--- src/rtl/fb_scanout_if.sv ---
// fb_scanout <-> frame_buffer read port.
// Synchronous read: data follows addr_rd by the buffer's read latency.
interface fb_scanout_if #(
  parameter int ADDR_WIDTH = 32,
  parameter int DATA_WIDTH = 16
);
  logic [ADDR_WIDTH-1:0] addr_rd;
  logic [DATA_WIDTH-1:0] fb_data;

  modport master (
    output addr_rd,
    input  fb_data
  );

  modport slave (
    input  addr_rd,
    output fb_data
  );
endinterface

--- src/rtl/fb_scanout.sv ---
// VGA-class raster scanout reading a centred image window from frame_buffer.
// Optional colour-bar generator: define FB_SCANOUT_TEST_PATTERN_EN.
module fb_scanout #(
  parameter int ADDR_WIDTH = 32,
  parameter int DATA_WIDTH = 16,
  parameter int IMG_W = 128,
  parameter int IMG_H = 80,
  parameter int IMG_X0 = 256,
  parameter int IMG_Y0 = 200,
  parameter int H_ACTIVE = 640,
  parameter int H_FP = 16,
  parameter int H_SYNC = 96,
  parameter int H_BP = 48,
  parameter int V_ACTIVE = 480,
  parameter int V_FP = 10,
  parameter int V_SYNC = 2,
  parameter int V_BP = 33,
  parameter bit SYNC_POL = 1'b0,
  parameter int RD_LATENCY = 1,
  parameter logic [DATA_WIDTH-1:0] BORDER_COLOR = '0
) (
  input  logic                  clk_i,
  input  logic                  resetn_i,
  input  logic                  enable_i,
`ifdef FB_SCANOUT_TEST_PATTERN_EN
  input  logic                  pattern_sel_i,
`endif
  fb_scanout_if.master          fb,
  output logic                  hsync_o,
  output logic                  vsync_o,
  output logic                  de_o,
  output logic [DATA_WIDTH-1:0] rgb_o,
  output logic                  frame_start_o
);

  localparam int H_TOT = H_ACTIVE + H_FP + H_SYNC + H_BP;
  localparam int V_TOT = V_ACTIVE + V_FP + V_SYNC + V_BP;
  localparam int HW = $clog2(H_TOT + 1);
  localparam int VW = $clog2(V_TOT + 1);

  typedef logic [HW-1:0] h_t;
  typedef logic [VW-1:0] v_t;
  typedef logic [ADDR_WIDTH-1:0] a_t;

  localparam h_t H_LAST = h_t'(H_TOT - 1);
  localparam h_t H_ACT  = h_t'(H_ACTIVE);
  localparam h_t H_SS   = h_t'(H_ACTIVE + H_FP);
  localparam h_t H_SE   = h_t'(H_ACTIVE + H_FP + H_SYNC);
  localparam h_t H_WS   = h_t'(IMG_X0);
  localparam h_t H_WE   = h_t'(IMG_X0 + IMG_W);
  localparam h_t H_WL   = h_t'(IMG_X0 + IMG_W - 1);
  localparam v_t V_LAST = v_t'(V_TOT - 1);
  localparam v_t V_ACT  = v_t'(V_ACTIVE);
  localparam v_t V_SS   = v_t'(V_ACTIVE + V_FP);
  localparam v_t V_SE   = v_t'(V_ACTIVE + V_FP + V_SYNC);
  localparam v_t V_WS   = v_t'(IMG_Y0);
  localparam v_t V_WE   = v_t'(IMG_Y0 + IMG_H);
  localparam a_t ROW_STEP = a_t'(IMG_W);

`ifdef FB_SCANOUT_TEST_PATTERN_EN
  localparam int DW = 8;
`else
  localparam int DW = 5;
`endif

  h_t h_cnt;
  v_t v_cnt;
  a_t row_base;
  a_t col;

  logic act, win, hs, vs, sof;
  logic h_wrap, f_wrap;

  assign h_wrap = (h_cnt == H_LAST);
  assign f_wrap = h_wrap && (v_cnt == V_LAST);

  always_ff @(posedge clk_i or negedge resetn_i) begin
    if (!resetn_i) begin
      h_cnt <= '0;
      v_cnt <= '0;
    end else if (!enable_i) begin
      h_cnt <= '0;
      v_cnt <= '0;
    end else if (h_wrap) begin
      h_cnt <= '0;
      v_cnt <= f_wrap ? '0 : v_cnt + v_t'(1);
    end else begin
      h_cnt <= h_cnt + h_t'(1);
    end
  end

  // Disabled raster presents an all-inactive stage 0.
  assign act = enable_i && (h_cnt < H_ACT) && (v_cnt < V_ACT);
  assign win = enable_i
            && (h_cnt >= H_WS) && (h_cnt < H_WE)
            && (v_cnt >= V_WS) && (v_cnt < V_WE);
  assign hs  = enable_i && (h_cnt >= H_SS) && (h_cnt < H_SE);
  assign vs  = enable_i && (v_cnt >= V_SS) && (v_cnt < V_SE);
  assign sof = enable_i && (h_cnt == '0) && (v_cnt == '0);

  assign fb.addr_rd = win ? row_base + col : '0;

  // Linear address built by accumulation instead of y*IMG_W.
  always_ff @(posedge clk_i or negedge resetn_i) begin
    if (!resetn_i) begin
      row_base <= '0;
      col      <= '0;
    end else if (!enable_i) begin
      row_base <= '0;
      col      <= '0;
    end else begin
      if (win) begin
        if (h_cnt == H_WL) begin
          col      <= '0;
          row_base <= row_base + ROW_STEP;
        end else begin
          col <= col + a_t'(1);
        end
      end
      if (f_wrap) begin
        row_base <= '0;
      end
    end
  end

  logic [DW-1:0] s0;
  logic [DW-1:0] d;
  logic [DW-1:0] dly [RD_LATENCY];

`ifdef FB_SCANOUT_TEST_PATTERN_EN
  localparam int BAR_W = IMG_W / 8;
  logic [2:0] bar;

  always_comb begin
    bar = '0;
    for (int k = 1; k < 8; k++) begin
      if (col >= a_t'(k * BAR_W)) begin
        bar = 3'(k);
      end
    end
  end

  assign s0 = {bar, sof, vs, hs, win, act};
`else
  assign s0 = {sof, vs, hs, win, act};
`endif

  always_ff @(posedge clk_i or negedge resetn_i) begin
    if (!resetn_i) begin
      for (int i = 0; i < RD_LATENCY; i++) begin
        dly[i] <= '0;
      end
    end else begin
      dly[0] <= s0;
      for (int i = 1; i < RD_LATENCY; i++) begin
        dly[i] <= dly[i-1];
      end
    end
  end

  assign d = dly[RD_LATENCY-1];

  logic [DATA_WIDTH-1:0] pix;

`ifdef FB_SCANOUT_TEST_PATTERN_EN
  function automatic logic [DATA_WIDTH-1:0] bar_color(
    input logic [2:0] b
  );
    logic [15:0] c;
    unique case (b)
      3'd0: c = 16'hFFFF;
      3'd1: c = 16'hFFE0;
      3'd2: c = 16'h07FF;
      3'd3: c = 16'h07E0;
      3'd4: c = 16'hF81F;
      3'd5: c = 16'hF800;
      3'd6: c = 16'h001F;
      3'd7: c = 16'h0000;
    endcase
    return DATA_WIDTH'(c);
  endfunction

  assign pix = pattern_sel_i ? bar_color(d[7:5]) : fb.fb_data;
`else
  assign pix = fb.fb_data;
`endif

  // d = {sof, vs, hs, win, act}, aligned with fb_data.
  always_ff @(posedge clk_i or negedge resetn_i) begin
    if (!resetn_i) begin
      de_o          <= 1'b0;
      rgb_o         <= '0;
      hsync_o       <= ~SYNC_POL;
      vsync_o       <= ~SYNC_POL;
      frame_start_o <= 1'b0;
    end else begin
      de_o <= d[0];
      if (d[1]) begin
        rgb_o <= pix;
      end else if (d[0]) begin
        rgb_o <= BORDER_COLOR;
      end else begin
        rgb_o <= '0;
      end
      hsync_o       <= d[2] ? SYNC_POL : ~SYNC_POL;
      vsync_o       <= d[3] ? SYNC_POL : ~SYNC_POL;
      frame_start_o <= d[4];
    end
  end

endmodule

--- src/flat_wrapper.sv ---
// flat-port wrapper written by rule: the top's interface ports become plain ports
module fb_scanout_flat 
#(
  parameter int ADDR_WIDTH = 32,
  parameter int DATA_WIDTH = 16,
  parameter int IMG_W = 128,
  parameter int IMG_H = 80,
  parameter int IMG_X0 = 256,
  parameter int IMG_Y0 = 200,
  parameter int H_ACTIVE = 640,
  parameter int H_FP = 16,
  parameter int H_SYNC = 96,
  parameter int H_BP = 48,
  parameter int V_ACTIVE = 480,
  parameter int V_FP = 10,
  parameter int V_SYNC = 2,
  parameter int V_BP = 33,
  parameter bit SYNC_POL = 1'b0,
  parameter int RD_LATENCY = 1,
  parameter logic [DATA_WIDTH-1:0] BORDER_COLOR = '0
)
  (clk_i, resetn_i, enable_i, hsync_o, vsync_o, de_o, rgb_o, frame_start_o, fb_addr_rd, fb_fb_data);
  fb_scanout_if #(.ADDR_WIDTH(ADDR_WIDTH), .DATA_WIDTH(DATA_WIDTH)) fb_i ();
  input  logic clk_i;
  input  logic resetn_i;
  input  logic enable_i;
  output logic hsync_o;
  output logic vsync_o;
  output logic de_o;
  output logic [DATA_WIDTH-1:0] rgb_o;
  output logic frame_start_o;
  output wire logic [$bits(fb_i.addr_rd)-1:0] fb_addr_rd;
  input wire logic [$bits(fb_i.fb_data)-1:0] fb_fb_data;
  assign fb_addr_rd = fb_i.addr_rd;
  assign fb_i.fb_data = fb_fb_data;
  fb_scanout #(.ADDR_WIDTH(ADDR_WIDTH), .DATA_WIDTH(DATA_WIDTH), .IMG_W(IMG_W), .IMG_H(IMG_H), .IMG_X0(IMG_X0), .IMG_Y0(IMG_Y0), .H_ACTIVE(H_ACTIVE), .H_FP(H_FP), .H_SYNC(H_SYNC), .H_BP(H_BP), .V_ACTIVE(V_ACTIVE), .V_FP(V_FP), .V_SYNC(V_SYNC), .V_BP(V_BP), .SYNC_POL(SYNC_POL), .RD_LATENCY(RD_LATENCY), .BORDER_COLOR(BORDER_COLOR)) u_core (.clk_i(clk_i), .resetn_i(resetn_i), .enable_i(enable_i), .fb(fb_i), .hsync_o(hsync_o), .vsync_o(vsync_o), .de_o(de_o), .rgb_o(rgb_o), .frame_start_o(frame_start_o));
endmodule
--- config.mk ---
export PLATFORM = sky130hd
export DESIGN_NAME = fb_scanout_flat
export DESIGN_NICKNAME = d
export VERILOG_FILES = /design/src/rtl/fb_scanout_if.sv /design/src/rtl/fb_scanout.sv /design/src/flat_wrapper.sv
export SDC_FILE = /design/constraint.sdc
export NUM_CORES = 1
export LEC_CHECK = 0
export CORE_MARGIN = 1.5
export CORE_UTILIZATION = 40
export DETAILED_ROUTE_END_ITERATION = 10
export PLACE_DENSITY = 0.64
export SYNTH_ARGS = -nofsm -noshare
export SYNTH_HDL_FRONTEND = slang
export SYNTH_SLANG_ARGS = --single-unit
--- constraint.sdc ---
create_clock -name clk_i -period 3.3 [get_ports clk_i]
set_clock_uncertainty 0.1 [all_clocks]
set_input_delay 0.825 -clock clk_i [delete_from_list [all_inputs] [get_ports clk_i]]
set_output_delay 0.825 -clock clk_i [all_outputs]
set_load 0.01 [all_outputs]
==> out/qor.txt, run 1 <==
Final GP Congestion: 0.8925
Fill count: 1417
First-pass iteration count of the detailed router: 5
Critical Path Fanout Max: 3
CTS buffer count: 9
Multi-input combinational cell area: 4071 um2
Area added between synthesis and finish: 41.13%
Leak: 3.963 nW
Cell Area, Synth: 6394 um2
Total vias in the final route: 6243
Clock-pin slew on the worst setup and hold paths: 70 ps
Vias per cell: 5.405
Sink Count: 102
Die width: 129.4 um
# setup viols final: 16
Clk_lat worst skew: 350 ps
Slew Limit Fails: 0
Routed wire length: 18450 um
Share of post-route cells with drive strength above 1: 28.43%
Peak VDD IR: 313.6 uV
Worst Setup Start Kind: flop
Routed Antenna Nets: 0
Synth Instances: 729
Most common cell after layout, fill and taps aside: buf_4
Placed Area: 8263 um2
Root buffer cell: clkbuf_16
Number of global-route vias before repair: 6011
Pwr dens: 264.6 nW/um2
Slew headroom: 50.68%
NumNets Final: 984
CTS tree: done
Fin area: 9024 um2
CTS H-tree depth: 3
Total gr overflow: 0
Max Cap Violations: 0
Core area: 15770 um2
Sequential element share of the synthesized area: 39.96%
Full die area: 16750 um2
Failing checks: negative setup slack
Longest Clk Path Bufs: 2
Post-DP HPWL: 13620 um
Buf+Inv Stages, Crit Path: 1
Placement Rows: 46
PortBufs: 70
Iteration-0 DRC Markers: 492
Synth Area per Inst: 8.770 um2
First-pass GRT wire length: 30040 um
Residual DRC: 0
Arr. time, crit path: 2640 ps
Die height: 129.4 um
WP data required: 2370 ps
Top FF cell, synth: dfrtp_1
Status: complete, but fails checks
Synth Warn #: 0
Pin count of the biggest net entering global routing: 54
Period utilisation layout: 108.1%
Crit path cell chain: ha_4, a21o_1, a221o_1, a32oi_2, a21oi_2, or3_1, a21oi_2, buf_2
Initial antenna violation count: 0
Slowest stage delay, CP: 430 ps
Top Ports: 71
Final min period: 3567 ps
RSZ-0062 raised after global routing: true
Kind of critical path: reg2out
Worst path slowest cell: dfrtp_1
Ant. Diodes: 0
Maximum clock frequency: 280.3 MHz
Setup_tns: -2566 ps
EDFF count, synth: 0
Syn_nets: 778
Reg area: 2560 um2
Final worst-path setup slack: -267.3 ps
Worst-Margin Slew: 733.0 ps
Endpoint class of the critical path: primary output
DR WL/cell: 15.97 um
Flops & latches, synth: 102
Commonest cells after routing, fill and taps aside: 138 x buf_4, 96 x dfrtp_1, 83 x nor2_1
Yosys cell types: 66
CTS Hold Buffers Added: 0
Final count of hold timing violations: 0
Top Family by Delay on Critical Path: compound AO/OA/AOI/OAI gates
Tot GR Track Use: 22.93%
Post-synth ARST share: 100.0%
Starting Density: 40.54%
Hold Path Class: reg2reg
CP dominant cell by count: a21oi_2
## cells by family (layout without fill, tap and decap cells)
| family | count (synthesis) | count (layout) | share of synthesized area [%] |
|---|---|---|---|
| and+or+nand+nor | 333 | 333 | 27.98 |
| muxes | 3 | 3 | 0.4697 |
| AOI/OAI and AO/OA | 172 | 172 | 16.65 |
| DFF | 102 | 102 | 39.96 |
| buffers and inverters | 42 | 252 | 2.622 |
| xor gates and xnor gates | 47 | 47 | 6.438 |
| adders and majority gates | 30 | 30 | 5.871 |
## worst reg2reg max path, cell delays in order (launching register included)
cell and delay, ps:
dfrtp_1 440, ha_1 240, nand3_1 120, nor4_1 580, nor4b_1 580, a21oi_1 140, o21ai_1 130, o21ai_1 90
## cells in the mapped netlist, types with 3 or more instances
cell type  instances  area share (%)
nor3_1            22             1.7
ha_1              30             5.9
nor2_1            85             5.0
clkbuf_1          15            0.88
o31ai_1           11             1.3
nor4_2             4            0.78
a21boi_0           4            0.47
and4_1             8             1.1
and2_1            31             3.0
a21o_1             6            0.70
inv_1             18             1.1
nand3_1           35             2.7
nor3b_1            6            0.70
mux2i_1            3            0.47
nor4_1             6            0.59
o21ai_0           48             3.8
a21oi_1           33             2.6
a31oi_1           11             1.1
o21ai_1           21             1.6
o21a_1             9             1.1
nor2b_1            3            0.29
xnor2_1           23             3.2
buf_2              8            0.63
and3_1            25             2.4
nand2b_1           4            0.39
or2_2              3            0.29
nand2_1           50             2.9
o211ai_1           4            0.47
nand4_1           22             2.2
xor2_1            24             3.3
or3_1              7            0.68
dfrtp_1          100              39
## where the power goes
part / switching (W) / internal, W
logic: 0.0000649 / 0.0000438
clock network: 0.000498 / 0.000521
registers: 0.00000456 / 0.00126
## layout make-up
type	instances	area share [%]
clock buffers	10	2.537
clock inverters	5	0.4853
inverters	18	0.7903
multi-input cells	585	45.12
flip-flops and latches	102	28.37
well taps	216	2.995
repair buffers	218	19.62
repair inverters	1	0.08319
## worst paths after layout
kind | from | end | slack (ps) | depth (start not counted)
hold reg to reg | u_core.d[2] | u_core.hsync_o | 260 | 1
setup / recovery | u_core.row_base[8] | fb_addr_rd[31] | -270 | 8
setup reg to reg | u_core.col[0] | u_core.col[28] | 780 | 7
hold / removal | u_core.d[2] | u_core.hsync_o | 260 | 1
min in group asynchronous | resetn_i | u_core.d[3] | 400 | 1
max in group asynchronous | resetn_i | u_core.col[15] | 1970 | 2
## routing by layer
layer	vias to the layer above	GRT usage, %	part of all wire, %
li1	3054	-	-
met1	3018	28.77	45
met2	140	39.49	49
met3	31	4.211	3.6
met4	0	8.562	2.9
met5	-	0	0
## through the flow
step           hold slack, ps  power (W)  cells  util [%]  worst slack [ps]
6_report                256.7   0.002388   1155     57.22            -267.3
5_1_grt                 262.5   0.002466   1155     57.22            -354.9
4_1_cts                 253.8   0.002414   1149     56.57            -308.1
3_5_place_dp            240.4   0.001394   1121     52.40            -387.5
3_3_place_gp            235.7   0.001392   1121     52.40            -367.4
2_1_floorplan           231.2   0.001324    729         -             40.78
## what timing repair did
action	in CTS	in global routing
pin swaps	26	25
gates resized for setup	146	28
hold endpoints to repair	0	0
setup buffers	13	7
endpoints found under the setup margin	32	24
gates cloned	1	0
## state kept, by name (all words and copies together) (netlist names)
| register | count |
|---|---|
| u_core.col | 32 |
| u_core.d | 5 |
| u_core.de_o | 1 |
| u_core.frame_start_o | 1 |
| u_core.h_cnt | 10 |
| u_core.hsync_o | 1 |
| u_core.rgb_o | 16 |
| u_core.row_base | 25 |
| u_core.v_cnt | 10 |
| u_core.vsync_o | 1 |
Note: power is estimated with default switching activity, not from simulation.
==> inputs of run 2 (changes only) <==
- clock period: 3.3 -> 3.49 ns (I/O delays scaled with it)
==> run 2 against run 1 <==
Compared with the run above: register-to-register slack is essentially flat; critical endpoint is now fb_addr_rd[24]; sequential power shrank 6%; critical path depth rose by 1; via count unchanged; largest cell class unchanged; non-clock buffer count shrank 10; highest routed layer unchanged; die area unchanged; sequential cell count is the same; wire length is 0.45% lower; the flow still finishes with violations (negative setup slack); setup slack better by 190 ps.
==> out/qor.txt, run 2 (synthesis gave the netlist of run 1 again) <==
RSZ-0062 raised after global routing: true
Arr. time, crit path: 2590 ps (-50 ps)
Slew Limit Fails: 0 (unchanged)
Final count of hold timing violations: 0 (unchanged)
Fin area: 9020 um2 (about the same)
Core area: 15770 um2 (unchanged)
Starting Density: 40.54% (unchanged)
Area added between synthesis and finish: 41.08% (about the same)
Maximum clock frequency: 280.5 MHz
Ant. Diodes: 0 (unchanged)
Top reg by flops: u_core.col
Post-DP HPWL: 13420 um (-1.4%)
Grt met2 use: 39.99% (+0.50 points)
Total gr overflow: 0 (unchanged)
Routed wire length: 18370 um (-0.45%)
Iteration-0 DRC Markers: 453 (-7.9%)
Longest Clk Path Bufs: 2 (unchanged)
NumNets Final: 974 (-1.0%)
Sink Count: 102 (unchanged)
R2R setup slack: 790 ps (about the same)
Status: complete, but fails checks
First-pass iteration count of the detailed router: 5 (unchanged)
Vias per cell: 5.448 (+0.79%)
Total vias in the final route: 6243 (unchanged)
Critical Path Fanout Max: 5 (+2)
Endpoint class of the critical path: primary output
Pin count of the biggest net entering global routing: 54 (unchanged)
Root buffer cell: clkbuf_16
Leak: 3.918 nW (-1.1%)
Max Cap Violations: 0 (unchanged)
CTS buffer count: 9 (unchanged)
Top Ports: 71 (unchanged)
Pwr dens: 266.8 nW/um2 (+0.83%)
Residual DRC: 0 (unchanged)
Commonest cells after routing, fill and taps aside: 133 x buf_4, 95 x dfrtp_1, 84 x nor2_1
Layout Cells excl Fill: 1146 (-0.78%)
Share of post-route cells with drive strength above 1: 26.45% (-2.0 points)
Max FFs per register: 32 (unchanged)
Full die area: 16750 um2 (unchanged)
Worst Setup Start Kind: flop
Die width: 129.4 um (unchanged)
Placement Rows: 46 (unchanged)
Period utilisation layout: 102.1%
Final worst-path setup slack: -74.45 ps (+192.9 ps)
Initial antenna violation count: 0 (unchanged)
Kind of critical path: reg2out
Grt met1 use: 27.98% (-0.79 points)
CTS Hold Buffers Added: 0 (unchanged)
Routed Antenna Nets: 0 (unchanged)
Number of global-route vias before repair: 6107 (+1.6%)
CTS H-tree depth: 3 (unchanged)
PortBufs: 70 (unchanged)
First-pass GRT wire length: 29800 um (-0.78%)
Final min period: 3564 ps
Clock-pin slew on the worst setup and hold paths: 70 ps (about the same)
Worst-Margin Slew: 1064 ps (+330.8 ps)
Most common cell after layout, fill and taps aside: buf_4
WP data required: 2520 ps (+150 ps)
Placed Cells: 1107 (-1.2%)
Die height: 129.4 um (unchanged)
Clk_lat worst skew: 350 ps (about the same)
Final Util: 57.20% (about the same)
Final GP Congestion: 0.8977 (+0.58%)
Peak VDD IR: 282.4 uV (-10%)
Placed Area: 8158 um2 (-1.3%)
Tot GR Track Use: 22.49% (-0.45 points)
Global route hottest layer: met2
Met3 Use GR: 3.138% (-1.1 points)
Top Registers: u_core.col: 32 flops, u_core.row_base: 25 flops, u_core.rgb_o: 16 flops
Slew headroom: 29.07% (-22 points)
Failing checks: negative setup slack
Hold Path Class: reg2reg
CTS tree: done
DR WL/cell: 16.03 um (+0.33%)
# setup viols final: 6 (-10)
## run 2: report_power, final
group	internal [W]	leakage (nW)	switching, W
Sequential	0.00119	1.40	0.00000461
Clock	0.000672	0.163	0.000439
Combinational	0.0000412	2.35	0.0000618
## run 2: layout make-up
class	instances	area, um2
fill	1394	6750
multi-input combinational	585	4081
inverter	18	71.32
timing repair inverter	1	7.507
clock inverter	4	77.57
clock buffer	12	256.5
tap	216	270.3
sequential	102	2561
timing repair buffer	208	1694
## run 2: worst max-delay path, cell delays in order, from the launching register on
cell and delay [ps]:
dfrtp_1 410, ha_4 260, a21o_1 190, a221o_1 420, a32oi_2 230, buf_4 210
a21oi_4 60, o21a_1 160, nor3_1 150, buf_2 150
## run 2: routing by layer
layer	wire, um	up-vias	share of wire, %
li1	-	3042	-
met1	7983	3027	43
met2	9329	144	51
met3	605	30	3.3
met4	447	0	2.4
met5	0	-	0
## run 2: final timing paths
kind / startpoint / cells after the start / to
setup / recovery: u_core.row_base[10] / 9 / fb_addr_rd[24]
hold / removal: u_core.d[0] / 0 / u_core.de_o
setup reg to reg: u_core.h_cnt[0] / 7 / u_core.col[18]
hold reg to reg: u_core.d[0] / 0 / u_core.de_o
max in group asynchronous: resetn_i / 2 / u_core.hsync_o
min in group asynchronous: resetn_i / 1 / u_core.d[3]
## run 2: what timing repair did
item                                    in CTS  in global routing
gates cloned                                 1                  0
setup buffers                               12                 10
resized for setup                          128                 33
endpoints found under the setup margin      32                 23
pin swaps                                   23                 20
## run 2: stage by stage
step / TNS [ps] / power [W] / hold slack, ps / worst slack [ps]
after floorplan: 0 / 0.001252 / 231.2 / 183.3
after global placement: -3993 / 0.001316 / 235.9 / -211.3
after detailed placement: -6149 / 0.001319 / 237.0 / -284.1
after CTS: -533.9 / 0.002432 / 252.7 / -120.3
after global routing: -1750 / 0.002485 / 255.1 / -196.2
final: -263.9 / 0.002406 / 249.6 / -74.45
